[src/rtl/imu_uart_pkt_framer.sv]
// imu_uart_pkt_framer
// Pulls fixed-size IMU packets out of the UART byte stream. It hunts the
// 2-byte header, collects the rest of the packet into a local buffer and
// verifies the 8-bit checksum. Only checksum-valid packets are replayed
// toward the FIFO, header included. Bad, timed-out and overlapping traffic
// is counted and never forwarded.
//
// Output handshake: a beat transfers on a cycle where pkt_vld & pkt_rdy are
// both high. Once pkt_vld is raised, pkt_data/pkt_sof/pkt_eof hold steady
// until that transfer, and pkt_vld stays high. pkt_vld never waits on pkt_rdy.
module imu_uart_pkt_framer #(
  parameter int          IMU_PKT_SIZE   = 46,
  parameter logic [15:0] IMU_PKT_HEADER = 16'h5AA5,
  parameter int          TIMEOUT_CYC    = 20000,
  parameter int          CNT_W          = 16
) (
  input  logic             sys_clk,
  input  logic             reset,
  input  logic             rx_vld,
  input  logic [7:0]       rx_data,
  input  logic             pkt_rdy,
  output logic             pkt_vld,
  output logic [7:0]       pkt_data,
  output logic             pkt_sof,
  output logic             pkt_eof,
  output logic             busy,
  output logic [CNT_W-1:0] good_cnt,
  output logic [CNT_W-1:0] cks_err_cnt,
  output logic [CNT_W-1:0] tmo_cnt,
  output logic [CNT_W-1:0] drop_cnt,
  output logic [2:0]       dbg_state
);

  // The gap timer must hold TIMEOUT_CYC+1 so the header hunt can see "> limit".
  localparam int               GAP_W    = $clog2(TIMEOUT_CYC + 2);
  localparam logic [GAP_W-1:0] GAP_TMO  = GAP_W'(TIMEOUT_CYC);
  localparam logic [GAP_W-1:0] GAP_MAX  = GAP_W'(TIMEOUT_CYC + 1);
  localparam logic [5:0]       LAST_IDX = 6'(IMU_PKT_SIZE - 1);
  localparam logic [7:0]       HDR_HI   = IMU_PKT_HEADER[15:8];
  localparam logic [7:0]       HDR_LO   = IMU_PKT_HEADER[7:0];

  typedef enum logic [2:0] {
    HUNT_H0 = 3'd0,
    HUNT_H1 = 3'd1,
    COLLECT = 3'd2,
    CHECK   = 3'd3,
    EMIT    = 3'd4
  } state_t;

  state_t           state_q, state_d;
  logic [5:0]       idx_q, idx_d;
  logic [GAP_W-1:0] gap_q, gap_d;
  logic [7:0]       sum_q, sum_d;
  logic [7:0]       cks_q, cks_d;
  logic             pkt_vld_q, pkt_vld_d;
  logic [7:0]       pkt_data_q, pkt_data_d;
  logic             pkt_sof_q, pkt_sof_d;
  logic             pkt_eof_q, pkt_eof_d;
  logic [CNT_W-1:0] good_q, good_d;
  logic [CNT_W-1:0] cks_err_q, cks_err_d;
  logic [CNT_W-1:0] tmo_q, tmo_d;
  logic [CNT_W-1:0] drop_q, drop_d;

  logic [7:0]       pkt_buf [IMU_PKT_SIZE];
  logic             wr_en;
  logic [5:0]       nxt_idx;
  logic [7:0]       nxt_byte;

  function automatic logic [CNT_W-1:0] sat_inc(input logic [CNT_W-1:0] v);
    return (v == '1) ? v : v + CNT_W'(1);
  endfunction

  // Next-state, datapath and counter logic for the whole framer.
  always_comb begin
    state_d    = state_q;
    idx_d      = idx_q;
    gap_d      = gap_q;
    sum_d      = sum_q;
    cks_d      = cks_q;
    pkt_vld_d  = pkt_vld_q;
    pkt_data_d = pkt_data_q;
    pkt_sof_d  = pkt_sof_q;
    pkt_eof_d  = pkt_eof_q;
    good_d     = good_q;
    cks_err_d  = cks_err_q;
    tmo_d      = tmo_q;
    drop_d     = drop_q;
    wr_en      = 1'b0;

    // Header bytes are never written to the buffer; slots 0/1 read as constants.
    nxt_idx = idx_q + 6'd1;
    if (nxt_idx == 6'd0)      nxt_byte = HDR_HI;
    else if (nxt_idx == 6'd1) nxt_byte = HDR_LO;
    else                      nxt_byte = pkt_buf[nxt_idx];

    case (state_q)
      HUNT_H0: begin
        if (rx_vld && rx_data == HDR_HI) begin
          state_d = HUNT_H1;
          gap_d   = '0;
        end
      end

      HUNT_H1: begin
        if (rx_vld) begin
          gap_d = '0;
          if (rx_data == HDR_LO) begin
            state_d = COLLECT;
            idx_d   = 6'd2;
            sum_d   = 8'd0;
          end else if (rx_data != HDR_HI) begin
            state_d = HUNT_H0;
          end
        end else if (gap_q > GAP_TMO) begin
          // A lone first header byte is not a packet, so this is not counted.
          state_d = HUNT_H0;
        end else if (gap_q != GAP_MAX) begin
          gap_d = gap_q + GAP_W'(1);
        end
      end

      COLLECT: begin
        // A byte arriving exactly at the limit still wins over the timeout.
        if (rx_vld) begin
          wr_en = 1'b1;
          gap_d = '0;
          if (idx_q == LAST_IDX) begin
            cks_d   = rx_data;
            state_d = CHECK;
          end else begin
            sum_d = sum_q + rx_data;
            idx_d = nxt_idx;
          end
        end else if (gap_q >= GAP_TMO) begin
          tmo_d   = sat_inc(tmo_q);
          state_d = HUNT_H0;
        end else begin
          gap_d = gap_q + GAP_W'(1);
        end
      end

      CHECK: begin
        if (rx_vld) drop_d = sat_inc(drop_q);
        if (sum_q == cks_q) begin
          state_d    = EMIT;
          idx_d      = 6'd0;
          pkt_vld_d  = 1'b1;
          pkt_data_d = HDR_HI;
          pkt_sof_d  = 1'b1;
          pkt_eof_d  = 1'b0;
        end else begin
          cks_err_d = sat_inc(cks_err_q);
          state_d   = HUNT_H0;
        end
      end

      EMIT: begin
        if (rx_vld) drop_d = sat_inc(drop_q);
        if (pkt_vld_q && pkt_rdy) begin
          if (idx_q == LAST_IDX) begin
            good_d     = sat_inc(good_q);
            pkt_vld_d  = 1'b0;
            pkt_data_d = 8'd0;
            pkt_sof_d  = 1'b0;
            pkt_eof_d  = 1'b0;
            state_d    = HUNT_H0;
          end else begin
            idx_d      = nxt_idx;
            pkt_data_d = nxt_byte;
            pkt_sof_d  = 1'b0;
            pkt_eof_d  = (nxt_idx == LAST_IDX);
          end
        end
      end

      default: state_d = HUNT_H0;
    endcase
  end

  // State, output and counter registers; reset drops any packet in flight.
  always_ff @(posedge sys_clk or posedge reset) begin
    if (reset) begin
      state_q    <= HUNT_H0;
      idx_q      <= '0;
      gap_q      <= '0;
      sum_q      <= '0;
      cks_q      <= '0;
      pkt_vld_q  <= 1'b0;
      pkt_data_q <= '0;
      pkt_sof_q  <= 1'b0;
      pkt_eof_q  <= 1'b0;
      good_q     <= '0;
      cks_err_q  <= '0;
      tmo_q      <= '0;
      drop_q     <= '0;
    end else begin
      state_q    <= state_d;
      idx_q      <= idx_d;
      gap_q      <= gap_d;
      sum_q      <= sum_d;
      cks_q      <= cks_d;
      pkt_vld_q  <= pkt_vld_d;
      pkt_data_q <= pkt_data_d;
      pkt_sof_q  <= pkt_sof_d;
      pkt_eof_q  <= pkt_eof_d;
      good_q     <= good_d;
      cks_err_q  <= cks_err_d;
      tmo_q      <= tmo_d;
      drop_q     <= drop_d;
    end
  end

  // Packet buffer: written only in COLLECT, read only in EMIT.
  always_ff @(posedge sys_clk) begin
    if (wr_en) pkt_buf[idx_q] <= rx_data;
  end

  assign pkt_vld     = pkt_vld_q;
  assign pkt_data    = pkt_data_q;
  assign pkt_sof     = pkt_sof_q;
  assign pkt_eof     = pkt_eof_q;
  assign busy        = (state_q != HUNT_H0);
  assign good_cnt    = good_q;
  assign cks_err_cnt = cks_err_q;
  assign tmo_cnt     = tmo_q;
  assign drop_cnt    = drop_q;
  assign dbg_state   = state_q;

endmodule

[config.mk]
export PLATFORM = sky130hd
export DESIGN_NAME = imu_uart_pkt_framer
export DESIGN_NICKNAME = d
export VERILOG_FILES = /design/src/rtl/imu_uart_pkt_framer.sv
export SDC_FILE = /design/constraint.sdc
export NUM_CORES = 1
export LEC_CHECK = 0
export CORE_MARGIN = 4
export CORE_UTILIZATION = 47
export DETAILED_ROUTE_END_ITERATION = 7
export GPL_TIMING_DRIVEN = 0
export SYNTH_ARGS = -nofsm -noshare
export SYNTH_HDL_FRONTEND = slang
export SYNTH_SLANG_ARGS = --single-unit
[constraint.sdc]
create_clock -name sys_clk -period 7.7 [get_ports sys_clk]
set_clock_uncertainty 0.2 [all_clocks]
set_input_delay 2.31 -clock sys_clk [delete_from_list [all_inputs] [get_ports sys_clk]]
set_output_delay 2.31 -clock sys_clk [all_outputs]
set_load 0.02 [all_outputs]
==> run metrics <==
status=complete, no violations; TritonCTS Buffers=between 50 and 60; fin nets=1,462; crit path kind=register to register; DRT Wirelength=~47,000 µm; CTS sink cnt=483; CTS tree=yes; Overall Power=around 6700 µW; DRC viols=0; Buffers on Ports=around 90; final setup violation count=0; warnings from Yosys=0; total negative slack=0 ns; met2 usage=0.319; Die Wd=~220 µm; htree depth=2; GR Overflow Total=0; internal power=4830 µW; antenna-violating nets left=0; Worst Path Arrival=about 6 ns; Avg Inst Size Synth=between 15 and 20 µm²; post_cts resized=0; vias=approximately 12,000; Mapped Cells=approximately 1,300; # hold bufs at CTS=0; switching power=approximately 1900 µW; WL/cell=approximately 23 µm; most common cell after layout, fill and taps aside=edfxtp_1; VDD IR max=about 0.00021 V; First DRT Iteration DRCs=around 1,200; worst rel slew slack=0.331; die span in y=roughly 220 µm; Yosys reg bits=483; # IOs=91; CP max FO=10; DR vias/cell=around 5.7; required time of the worst setup path=7.95 ns; largest net degree at the start of global routing=89; Non-Filler Instances=2,049; initial core utilization=0.479; kind of start point of the critical path=register; most frequent cells in the layout=edfxtp_1 (368), dfrtp_1 (115), nor2_1 (112); # fillers=between 3,000 and 4,000; Synth Cell Area=just over 20,000 µm²; Least-Margin Pin Slew=0.996 ns; vias in the first global route=roughly 12,000; Yosys cell types=75; sw frac=0.282; achievable frequency=approximately 170 MHz; MaxCap Viol Count=0; Setup Buffers After CTS=0; clk root buf=clkbuf_16; unrepaired setup endpoints after global routing=no; Static Leak=0.00827 µW; period utilization=0.754; core area=42,300 µm²; row count=75; clock tree buffer depth=3; Post-synth EDFFs=between 300 and 400; Post-Place Cells=between 1,500 and 2,000; area delta synth->final=16.5%; register area share after synthesis=0.686; DP Wirelength=about 31,000 µm; Max Slew Vio Count=0; Skew-Pair Late Insertion Delay=0.61 ns; Post-Syn Nets=1,314; GR peak layer=met2; Placer Congestion=approximately 0.87; Tot GR Track Use=0.201; most common flop cell mapped by yosys=edfxtp_1; DRT Pass-1 Iters=5; HP Class=register to register; fraction of registers with async set/reset=0.238; # diodes=0; initial antenna violation count=0; die area=46,600 µm²; Final Hold Vio Count=0; Clock power frac=0.356; fin crit period=between 5 and 6 ns; GR Util met1=0.287; layout cells sized above 1=0.158; pwr/cell area=285 nW/µm²; Critical Path End Type=register; met3 GRT Util=0.0449; clock edge transition at the registers on the reported setup and hold paths=~0.06 ns; combinational power share=0.210; sequential power share=0.435; global-route wire length before repair=71,600 µm
-- registers in the layout, summed over array words and instances (netlist names), 6 cells and up --
name         count
gap_q           15
good_cnt        16
pkt_data         8
cks_q            8
tmo_cnt         16
pkt_buf        368
drop_cnt        16
cks_err_cnt     16
sum_q            8
idx_q            6
-- worst max-delay path: stages (launching register included) --
cell	delay, ns
dfrtp_1	0.45
buf_2	0.36
buf_2	0.41
buf_4	0.31
buf_2	0.32
inv_1	0.10
ha_1	0.28
buf_2	0.23
buf_1	0.59
clkbuf_1	0.76
mux4_2	0.46
mux2i_1	0.21
o22ai_1	0.18
nor4_1	0.64
o21ai_0	0.15
-- metal layers --
metal,up-vias,part of all wire
li1,5242,-
met2,334,0.48
met3,64,0.064
met1,5937,0.44
met5,-,0
met4,0,0.017
-- worst paths after layout --
check,start,cells past startpoint,slack [ns],to
setup reg to reg,idx_q[0],14,1.89,pkt_data[6]
max in group asynchronous,reset,3,4.71,good_cnt[0]
setup / recovery,idx_q[0],14,1.89,pkt_data[6]
hold / removal,pkt_sof,2,0.27,pkt_sof
hold reg to reg,pkt_sof,2,0.27,pkt_sof
min in group asynchronous,reset,2,1.85,gap_q[1]
-- power groups by stage --
| stage | clock (µW) | combinational [µW] | sequential [µW] |
|---|---|---|---|
| global route | 2560 | 1510 | 2930 |
| CTS | 2450 | 1430 | 2930 |
| detailed placement | 0 | 1420 | 2980 |
| finish | 2390 | 1410 | 2920 |
| global placement | 0 | 1410 | 2980 |
| floorplan | 0 | 875 | 3000 |
-- synthesized netlist by cell type, types with 3 or more instances --
cell type / number / area (µm²)
edfxtp_1: 368 / 11100
dfrtp_1: 115 / 2880
nor2_1: 112 / 420
nand2_1: 97 / 364
mux4_2: 89 / 2000
xnor2_1: 49 / 429
o21ai_0: 44 / 220
nand3_1: 37 / 185
xor2_1: 33 / 289
mux2i_1: 31 / 310
a21oi_1: 30 / 150
nand4_1: 25 / 156
clkbuf_1: 22 / 82.6
buf_2: 21 / 105
nor3_1: 19 / 95.1
and3_1: 18 / 113
ha_1: 18 / 225
inv_1: 17 / 63.8
o22ai_1: 16 / 100
mux2_2: 12 / 135
nor4_1: 9 / 56.3
and2_1: 8 / 50.1
o31ai_1: 8 / 60.1
and4_1: 4 / 35.0
o21ai_1: 4 / 20.0
or3_1: 4 / 25.0
a21o_1: 3 / 22.5
a31oi_1: 3 / 18.8
buf_1: 3 / 11.3
nand2b_1: 3 / 18.8
nor2b_1: 3 / 18.8
or2_2: 3 / 18.8
-- cells by family after synthesis --
group | Yosys count | synth area share
AOI/OAI and AO/OA | 135 | 0.0419
buffers and inverters | 67 | 0.0148
DFF | 483 | 0.686
adders and majority gates | 19 | 0.0121
xor gates and xnor gates | 84 | 0.0370
muxes | 132 | 0.121
and+or+nand+nor | 363 | 0.0871
-- stage by stage --
step / utilization / hold slack, ns / setup WS [ns] / area (µm²)
5_1_grt: 0.559 / 0.301 / 1.60 / 23600
6_report: 0.559 / 0.274 / 1.89 / 23600
4_1_cts: 0.559 / 0.282 / 1.92 / 23600
2_1_floorplan: - / 0.271 / 2.15 / 20300
3_3_place_gp: 0.518 / 0.259 / 0.241 / 21900
3_5_place_dp: 0.520 / 0.268 / 1.94 / 22000
-- layout make-up --
type	instances	area, µm²	share of cell area
buffer	50	236	0.0100
clock buffer	62	1340	0.0566
clock inverter	32	283	0.0120
inverter	17	68.8	0.00291
multi-input combinational	733	6060	0.257
sequential	483	13900	0.589
tap	577	722	0.0305
timing repair buffer	95	1000	0.0423
Note: power is estimated with default switching activity, not from simulation.
